<file path="config.mk">
export PLATFORM = sky130hd
export DESIGN_NAME = seg_scan_driver
export DESIGN_NICKNAME = d
export VERILOG_FILES = /design/src/rtl/mole_disp_pkg.sv /design/src/rtl/scan_timer.sv /design/src/rtl/seg_scan_driver.sv
export SDC_FILE = /design/constraint.sdc
export NUM_CORES = 1
export LEC_CHECK = 0
export BUFFER_PORTS_ARGS = -buffer_cell sky130_fd_sc_hd__buf_2
export CAP_MARGIN = 20
export CORE_ASPECT_RATIO = 0.7
export CORE_UTILIZATION = 40
export CTS_CLUSTER_DIAMETER = 30
export DETAILED_ROUTE_END_ITERATION = 16
export PLACE_DENSITY = 0.66
export SLEW_MARGIN = 20
export SYNTH_ARGS = -nofsm -noshare
export SYNTH_HDL_FRONTEND = slang
export SYNTH_SLANG_ARGS = --single-unit
</file>
<file path="constraint.sdc">
create_clock -name clk -period 3.3 [get_ports clk]
set_input_delay 0 -clock clk [delete_from_list [all_inputs] [get_ports clk]]
set_output_delay 0 -clock clk [all_outputs]
set_load 0.05 [all_outputs]
</file>
<file path="src/rtl/mole_disp_pkg.sv">
`default_nettype none
// ============================================================================
// Module      : mole_disp_pkg
// Description : Shared display types and constants for the mole game
//               display path (scan states, group split, letter patterns).
// Revision    : 1.0 - initial release
// ============================================================================
package mole_disp_pkg;

  // Scan phase within one digit slot
  typedef enum logic [0:0] {
    BLANK = 1'b0,
    DRIVE = 1'b1
  } scan_state_e;

  // Digit group split on the 8-digit display
  localparam int LEFT_BASE        = 4;
  localparam int RIGHT_BASE       = 0;
  localparam int DIGITS_PER_GROUP = 4;

  // Letter patterns, active high {dp,g,f,e,d,c,b,a}
  localparam logic [7:0] _r = 8'h50;
  localparam logic [7:0] _d = 8'h5E;
  localparam logic [7:0] _m = 8'h37;
  localparam logic [7:0] _l = 8'h38;
  localparam logic [7:0] _u = 8'h1C;

endpackage
`default_nettype wire

</file>
<file path="src/rtl/scan_timer.sv">
`default_nettype none
// ============================================================================
// Module      : scan_timer
// Description : Slot counter, slot index and frame_done pulse for the digit
//               scanner. Exposes both current and next counter values so the
//               parent can register outputs aligned to the counter.
// Revision    : 1.0 - initial release
// ============================================================================
module scan_timer #(
  parameter int SLOT_CYCLES = 100000,
  parameter int CNT_W       = 17
) (
  input  logic             clk,
  input  logic             rst_n,
  output logic [CNT_W-1:0] o_sc,
  output logic [CNT_W-1:0] o_sc_nxt,
  output logic [1:0]       o_idx,
  output logic [1:0]       o_idx_nxt,
  output logic             o_frame_done
);

  localparam logic [CNT_W-1:0] c_last = CNT_W'(SLOT_CYCLES - 1);

  logic [CNT_W-1:0] r_sc;
  logic [1:0]       r_idx;
  logic             r_frame_done;
  logic             w_wrap;
  logic [CNT_W-1:0] w_sc_nxt;
  logic [1:0]       w_idx_nxt;

  // Next counter values: wrap the slot counter, advance the index on wrap
  always_comb begin
    w_wrap    = (r_sc == c_last);
    w_sc_nxt  = w_wrap ? '0 : r_sc + CNT_W'(1);
    w_idx_nxt = w_wrap ? r_idx + 2'd1 : r_idx;
  end

  // Counter registers; frame_done is registered so it is high while the
  // counter sits on the last cycle of slot 3
  always_ff @(posedge clk or negedge rst_n) begin
    if (!rst_n) begin
      r_sc         <= '0;
      r_idx        <= 2'd0;
      r_frame_done <= 1'b0;
    end else begin
      r_sc         <= w_sc_nxt;
      r_idx        <= w_idx_nxt;
      r_frame_done <= (w_sc_nxt == c_last) && (w_idx_nxt == 2'd3);
    end
  end

  assign o_sc         = r_sc;
  assign o_sc_nxt     = w_sc_nxt;
  assign o_idx        = r_idx;
  assign o_idx_nxt    = w_idx_nxt;
  assign o_frame_done = r_frame_done;

endmodule
`default_nettype wire

</file>
<file path="src/rtl/seg_scan_driver.sv">
`default_nettype none
// ============================================================================
// Module      : seg_scan_driver
// Description : Time-multiplexed driver for the 8-digit display. Snapshots the
//               frame request at each frame start, then scans one digit per
//               group per slot with a blanking gap at the start of each slot.
// Revision    : 1.0 - initial release
// ============================================================================
module seg_scan_driver
  import mole_disp_pkg::*;
#(
  parameter int SLOT_CYCLES  = 100000,
  parameter int BLANK_CYCLES = 1000
) (
  input  logic       clk,
  input  logic       rst_n,
  input  logic [7:0] dig_display,
  input  logic [7:0] seg_code_1,
  input  logic [7:0] seg_code_2,
  output logic [7:0] an,
  output logic [7:0] seg_out_1,
  output logic [7:0] seg_out_2,
  output logic       frame_done
);

  localparam int               c_cnt_w     = $clog2(SLOT_CYCLES);
  localparam logic [c_cnt_w-1:0] c_blank_end = c_cnt_w'(BLANK_CYCLES);
  localparam logic [2:0]       c_left_base  = 3'(LEFT_BASE);
  localparam logic [2:0]       c_right_base = 3'(RIGHT_BASE);

  logic [c_cnt_w-1:0] w_sc;
  logic [c_cnt_w-1:0] w_sc_nxt;
  logic [1:0]         w_idx;
  logic [1:0]         w_idx_nxt;

  scan_state_e r_state;
  scan_state_e w_state_nxt;

  logic [7:0] r_mask;
  logic [7:0] r_seg1;
  logic [7:0] r_seg2;
  logic [7:0] w_mask_nxt;
  logic [7:0] w_seg1_nxt;
  logic [7:0] w_seg2_nxt;
  logic       w_load;

  logic [2:0] w_lidx;
  logic [2:0] w_ridx;
  logic [7:0] w_an_nxt;
  logic [7:0] w_seg1_out_nxt;
  logic [7:0] w_seg2_out_nxt;

  logic [7:0] r_an;
  logic [7:0] r_seg_out_1;
  logic [7:0] r_seg_out_2;

  scan_timer #(
    .SLOT_CYCLES (SLOT_CYCLES),
    .CNT_W       (c_cnt_w)
  ) u_scan_timer (
    .clk          (clk),
    .rst_n        (rst_n),
    .o_sc         (w_sc),
    .o_sc_nxt     (w_sc_nxt),
    .o_idx        (w_idx),
    .o_idx_nxt    (w_idx_nxt),
    .o_frame_done (frame_done)
  );

  // Snapshot source: load on the edge closing counter 0 of slot 0. The output
  // path looks at the post-edge snapshot so a new frame shows at once.
  always_comb begin
    w_load     = (w_sc == '0) && (w_idx == 2'd0);
    w_mask_nxt = w_load ? dig_display : r_mask;
    w_seg1_nxt = w_load ? seg_code_1  : r_seg1;
    w_seg2_nxt = w_load ? seg_code_2  : r_seg2;
  end

  // Shadow registers holding the frame request
  always_ff @(posedge clk or negedge rst_n) begin
    if (!rst_n) begin
      r_mask <= 8'h00;
      r_seg1 <= 8'h00;
      r_seg2 <= 8'h00;
    end else begin
      r_mask <= w_mask_nxt;
      r_seg1 <= w_seg1_nxt;
      r_seg2 <= w_seg2_nxt;
    end
  end

  // Scan FSM state register
  always_ff @(posedge clk or negedge rst_n) begin
    if (!rst_n) begin
      r_state <= BLANK;
    end else begin
      r_state <= w_state_nxt;
    end
  end

  // Next state follows the counter value that will be present after the edge
  always_comb begin
    w_state_nxt = r_state;
    case (r_state)
      BLANK:   if (w_sc_nxt == c_blank_end) w_state_nxt = DRIVE;
      DRIVE:   if (w_sc_nxt == '0)          w_state_nxt = BLANK;
      default: w_state_nxt = BLANK;
    endcase
  end

  // Output values for the upcoming counter value: one digit per group
  always_comb begin
    w_lidx         = c_left_base  + {1'b0, w_idx_nxt};
    w_ridx         = c_right_base + {1'b0, w_idx_nxt};
    w_an_nxt       = 8'h00;
    w_seg1_out_nxt = 8'h00;
    w_seg2_out_nxt = 8'h00;
    if (w_state_nxt == DRIVE) begin
      w_an_nxt[w_lidx] = w_mask_nxt[w_lidx];
      w_an_nxt[w_ridx] = w_mask_nxt[w_ridx];
      if (w_mask_nxt[w_lidx]) w_seg1_out_nxt = w_seg1_nxt;
      if (w_mask_nxt[w_ridx]) w_seg2_out_nxt = w_seg2_nxt;
    end
  end

  // Registered display outputs
  always_ff @(posedge clk or negedge rst_n) begin
    if (!rst_n) begin
      r_an        <= 8'h00;
      r_seg_out_1 <= 8'h00;
      r_seg_out_2 <= 8'h00;
    end else begin
      r_an        <= w_an_nxt;
      r_seg_out_1 <= w_seg1_out_nxt;
      r_seg_out_2 <= w_seg2_out_nxt;
    end
  end

  assign an        = r_an;
  assign seg_out_1 = r_seg_out_1;
  assign seg_out_2 = r_seg_out_2;

endmodule
`default_nettype wire

</file>
# Yosys cells after proc, flatten, opt, wreduce, memory -nomap -nowiden
# Index checks and enable logic that the tools add are counted.
# classes
magnitude_cmp,4
reduce_logical,7
addsub,3
n_mux,22
eq_ne,4
bitwise_logic,2
# op_table
operator,count
$mux 8,8
$eq 17x17->1 const B,2
$logic_not 17->1,2
$add 17x1->17 const B,1
$eq 17x10->1 const B,1
$mux 17,1
$and 8x8->8,1
$bwmux 8,1
$mux 1,6
$logic_and 1x1->1,4
$lt 2x4->1 const B,1
$lt 3x4->1 const B,1
$add 3x2->3 const A,1
$bmux 1 s3,1
$demux 1 s3,1
$ge 3x1->1 const B,1
$add 2x1->2 const B,1
$bmux 1 s2,1
$demux 1 s2,1
$eq 2x2->1 const B,1
$ge 2x1->1 const B,1
$logic_not 2->1,1
$mux 2,1
$pmux 1 s2,1
$not 1->1,1
# word_totals
inputBits,26
regBits,69
out_inout_bits,25
elab_cells,52

# Depth between registers and ports, before layout
# logic_depth
depth_word,10
depth_mapped,11
ltp_nobuf,9

# Modules after synthesis
# A second synthesis with hierarchy kept.
# unflattened
cells_unflattened,294
area_unflattened_um2,3433.3
# modules_own_cells
mod,n_inst,seq_area_each_um2,area_per_inst_um2,cells_per_inst
seg_scan_driver,1,1226.2,2346.0,189
scan_timer,1,500.5,1087.3,105

# Worst setup path before layout
# Ideal clock, no wire load.
# synth_timing
kind,reg2reg
startpoint,"reg u_scan_timer.r_sc[0], in the netlist u_scan_timer.o_sc[0]"
endpoint,"reg r_seg_out_2[0], in the netlist seg_out_2[0]"
required_time_ns,3.165
stages_incl_launch_ff,12
setup_time_ns,0.135
slack_ns,0.638
arrival_time_ns,2.527
path_buffers,3
period_less_slack_ns,2.662
cell_sequence,dfrtp_1 ha_1 buf_2 and4_1 buf_4 a211o_1 nand2_1 a31oi_1 o41a_1 a21oi_4 buf_6 nor3b_2
# synth_between
elab_chain_cells,7
word_cells_on_any_way,17
classes_between,add/sub: 1; eq/ne: 2; mux: 11; reduce/logical: 3
# synth_rtl
element,line,rtl
"start, declared",scan_timer.sv:24,logic [CNT_W-1:0] r_sc;
"start signal, assigned",scan_timer.sv:46,r_sc <= w_sc_nxt;
"parallel branches: the longest is 6 deep, another holds $add 17x1->17",-,
$mux 8 *,seg_scan_driver.sv:118,if (w_state_nxt == DRIVE) begin
via w_seg2_out_nxt[0],seg_scan_driver.sv:51,logic [7:0] w_seg2_out_nxt;
"end signal, assigned",seg_scan_driver.sv:135,r_seg_out_2 <= w_seg2_out_nxt;
"end, declared",seg_scan_driver.sv:55,logic [7:0] r_seg_out_2;
# Mark *: on every way through the listed nets, which the timed path passes. The select of a mux whose other input is x is not followed.

# Worst setup path after layout
# layout_timing
startpoint,"reg u_scan_timer.r_sc[0], in the netlist u_scan_timer.o_sc[0]"
endpoint,"reg r_an[3], in the netlist an[3]"
# layout_between
elab_chain_cells,10
word_cells_on_any_way,30
classes_between,add/sub: 2; order compare: 4; eq/ne: 2; mux: 16; bitwise: 1; reduce/logical: 5
# layout_rtl
element,line,rtl
$eq 17x17->1,scan_timer.sv:33,w_wrap = (r_sc == c_last);
$mux 2,scan_timer.sv:35,w_idx_nxt = w_wrap ? r_idx + 2'd1 : r_idx;
$add 3x2->3,seg_scan_driver.sv:113,"w_lidx = c_left_base + {1'b0, w_idx_nxt};"
$lt 3x4->1 (implied by the code) or $ge 3x1->1 (tied branches),seg_scan_driver.sv:119,w_an_nxt[w_lidx] = w_mask_nxt[w_lidx];
$logic_and 1x1->1 (implied by the code),seg_scan_driver.sv:119,
$mux 1 (implied by the code),seg_scan_driver.sv:119,
$demux 1 s3,seg_scan_driver.sv:119,
$and 8x8->8 (no line),-,
$bwmux 8,seg_scan_driver.sv:120,w_an_nxt[w_ridx] = w_mask_nxt[w_ridx];
$mux 8 *,seg_scan_driver.sv:118,
via w_an_nxt[3],seg_scan_driver.sv:49,logic [7:0] w_an_nxt;
"end signal, assigned",seg_scan_driver.sv:133,r_an <= w_an_nxt;
"end, declared",seg_scan_driver.sv:53,logic [7:0] r_an;
# Mark *: on every way through the listed nets, which the timed path passes. The rest lies on a longest branch. The select of a mux whose other input is x is not followed.

==> metrics.md <==
| Metric | Value |
|---|---|
| Leak Pwr | `1.919 nW` |
| Worst-path cell chain | `ha_2 > and4_2 > nand4_1 > xor2_1 > or4b_4 > nor4_4 > a21oi_4 > buf_12 > a2111oi_2` |
| Final period util | `93.69%` |
| Worst reg2reg path depth | `9` |
| Max rail drop VDD | `0.0002122 V` |
| Reg2reg start | `u_scan_timer.o_sc[0]` |
| Die W | `111.3 microns` |
| Antenna violations before repair | `0` |
| Area growth syn-to-layout | `27.69%` |
| Post-Layout Cell Count | `461` |
| Failing checks | `design-rule violations` |
| Distinct cell type count after synthesis | `58` |
| Max_cap viols | `0` |
| Slowest CP cell | `or4b_4` |
| Die Area | `8734 sq um` |
| Layout cell share with drive strength beyond 1 | `37.22%` |
| Yosys warning total | `0` |
| FF+latch count, synth | `69` |
| Vias/cell | `5.156` |
| Largest net degree at the start of global routing | `29` |
| Final Hold Viols | `0` |
| Root buf cell | `clkbuf_16` |
| CP top delay family | `simple AND/OR/NAND/NOR gates` |
| Final worst slack | `0.2081 ns` |
| Hold crit path type | `input pin to asynchronous set/reset pin` |
| Pre-antenna DRT Iters | `10` |
| Power per standard cell area | `453.5 nW/um^2` |
| Vias in the first global route | `2,369` |
| Post-synthesis sequential area ratio | `51.65%` |
| Fin. max-slew vios | `0` |
| Routability congestion estimate | `0.8611` |
| Crit path depth | `9` |
| Wire length of the first global-routing pass | `12.43 mm` |
| Slowest stage delay, CP | `0.56 ns` |
| Crit path from | `u_scan_timer.o_sc[0]` |
| WS Path Type | `flop to flop` |
| Routed Antenna Nets | `0` |
| I/O Buffers | `50` |
| Post-Syn Area | `3343 sq um` |
| RSZ-0062 raised after global routing | `no` |
| Gr usage total | `18.78%` |
| Multi-input gate area | `1471 sq um` |
| Clock transition at path regs | `0.06 ns` |
| Reg2Reg Capture Point | `an[3]` |
| Number of flops mapped to enable cells by yosys | `0` |
| Inst Count DP | `420` |
| Crit path buf inv count | `1` |
| Die Ht | `78.49 microns` |
| Max clock buf depth | `2` |
| Worst hold margin | `0.1077 ns` |
| Reg2reg setup slack | `0.21 ns` |
| Register area | `1727 sq um` |
| CTS tree | `built` |
| Clock skew | `0.006339 ns` |
| Tmin final | `3.092 ns` |
| CP Max Fanout | `25` |
| DRC | `6` |
| Net count after synthesis | `305` |
| DR iter-0 viols | `187` |
| Crit. End Element | `flop` |
| Grt total ovfl | `0` |
| CP required | `3.50 ns` |
| Arr. time, crit path | `3.29 ns` |
| Starting Density | `41.93%` |
| TritonCTS Sinks | `69` |
| Place WS | `0.1473 ns` |
| Syn Inst Count | `276` |
| Clock buffer count from CTS | `9` |
| Core area | `7973 sq um` |
| Post-synth top area share | `51.65%` |
| Synth cell count leaders | `dfrtp_1 (69), mux2_2 (23), nor2_1 (21)` |
| Fillers | `682` |
| Clk_lat worst skew | `0.33 ns` |
| Std-Cell Rows | `27` |
| Startpoint Class | `flop` |
| Aggregate routed wire length | `7.396 mm` |
| Outcome | `complete, but fails checks` |
| Fmax achieved | `0.3234 GHz` |
| Count leader, synth | `dfrtp_1` |
| Final Setup Violations | `0` |
| Detailed placement HPWL | `5.060 mm` |
| CP Capture Point | `an[3]` |
| Syn_area_per_cell | `12.11 sq um` |
| Relative slew slack | `67.55%` |
| Vias | `2,377` |
| Asr flop ratio synth | `100.0%` |
| Main flop type after synthesis | `dfrtp_1` |
| ANT cells | `0` |
| Setup TNS | `0 ns` |
| Ranking of synthesized cells by area | `dfrtp_1 (52%), mux2_2 (7.7%), nor3b_2 (4.1%)` |
| Yosys top cell by area | `dfrtp_1` |
| H-tree Lvls | `3` |
| Io pins | `51` |
| Tightest Pin Transition | `0.4828 ns` |
| Nets | `384` |
| WL per Instance | `16.04 microns` |
==> worst register-to-register path, stage by stage, from the launching register on <==
cell,delay [ns]
dfrtp_1,0.48
ha_2,0.32
and4_2,0.37
nand4_1,0.14
xor2_1,0.23
or4b_4,0.56
nor4_4,0.22
a21oi_4,0.10
buf_12,0.17
a2111oi_2,0.36
==> metal layers <==
metal | global-route usage (%) | share of wire [%] | vias to the layer above
met5 | 0 | 0 | -
met4 | 7.973 | 1.3 | 0
met3 | 4.788 | 5.9 | 7
met2 | 25.50 | 43 | 59
met1 | 27.96 | 50 | 1163
li1 | - | - | 1148
==> sequential cells by signal (all words and copies together) (netlist names) <==
signal	flops
r_seg1	8
r_mask	8
seg_out_1	8
u_scan_timer.o_idx	2
an	8
r_state	1
u_scan_timer.o_sc	17
seg_out_2	8
r_seg2	8
u_scan_timer.o_frame_done	1
==> layout make-up <==
class                           count  share of cell area, %
Inverter                           13                  1.143
Timing Repair Buffer               85                  13.77
Multi-Input combinational cell    177                  34.47
Clock inverter                      6                  1.612
Sequential cell                    69                  40.45
Clock buffer                       10                  5.598
Tap cell                          101                  2.960
==> worst min path at each step <==
stage,startpoint,slack [ns],depth (start not counted),end
after CTS,rst_n,0.12,2,an[2]
after detailed placement,rst_n,-0.06,1,u_scan_timer.o_sc[0]
final,rst_n,0.11,2,u_scan_timer.o_sc[0]
after floorplan,rst_n,-0.30,0,an[0]
after global placement,rst_n,-0.07,1,u_scan_timer.o_sc[3]
after global routing,rst_n,0.14,2,an[2]
==> metrics by stage <==
| stage | instance area (sq um) | utilization (%) | total power, W |
|---|---|---|---|
| global route | 4269 | 53.55 | 0.002012 |
| finish | 4269 | 53.55 | 0.001936 |
| CTS | 4259 | 53.42 | 0.001960 |
| floorplan | 3343 | - | 0.0009086 |
| detailed placement | 3701 | 46.42 | 0.0009495 |
| global placement | 3701 | 46.42 | 0.0009472 |
==> kinds of logic after synthesis <==
| group | after synthesis | synth area share [%] |
|---|---|---|
| AOI/OAI and AO/OA | 19 | 5.053 |
| xor gates and xnor gates | 16 | 4.191 |
| adders and majority gates | 3 | 1.123 |
| buffers and inverters | 30 | 4.640 |
| DFF | 69 | 51.65 |
| muxes | 27 | 10.07 |
| and+or+nand+nor | 112 | 23.28 |
==> where the power goes <==
group | switching, W | internal, W | leakage [nW]
Clock | 0.000369 | 0.000610 | 0.149
Combinational | 0.0000408 | 0.0000498 | 0.876
Sequential | 0.00000499 | 0.000861 | 0.894
==> placed cells by master, fill, tap and decap left out, types with 2 or more instances in the layout <==
master and instances:
a31oi_1 3, buf_2 50, buf_4 9, clkbuf_16 9, dfrtp_1 69, dlygate4sd3_1 25, ha_1 2, inv_1 12
inv_6 2, mux2_2 23, mux4_2 2, nand2_1 11, nand2b_1 2, nand3_1 19, nand4_1 8, nor2_1 21
nor3_1 4, nor3_2 5, nor3b_1 4, nor3b_2 11, nor4_1 4, nor4_4 2, or3_1 3, or4_1 3
xnor2_1 10, xor2_1 6
==> what timing repair did <==
action,CTS,global route
resized for setup,0,4
hold buffers,25,0
endpoints found under the hold margin,38,0
setup endpoints to repair,0,17
setup buffers,0,0
(Power assumes the default switching activity.)
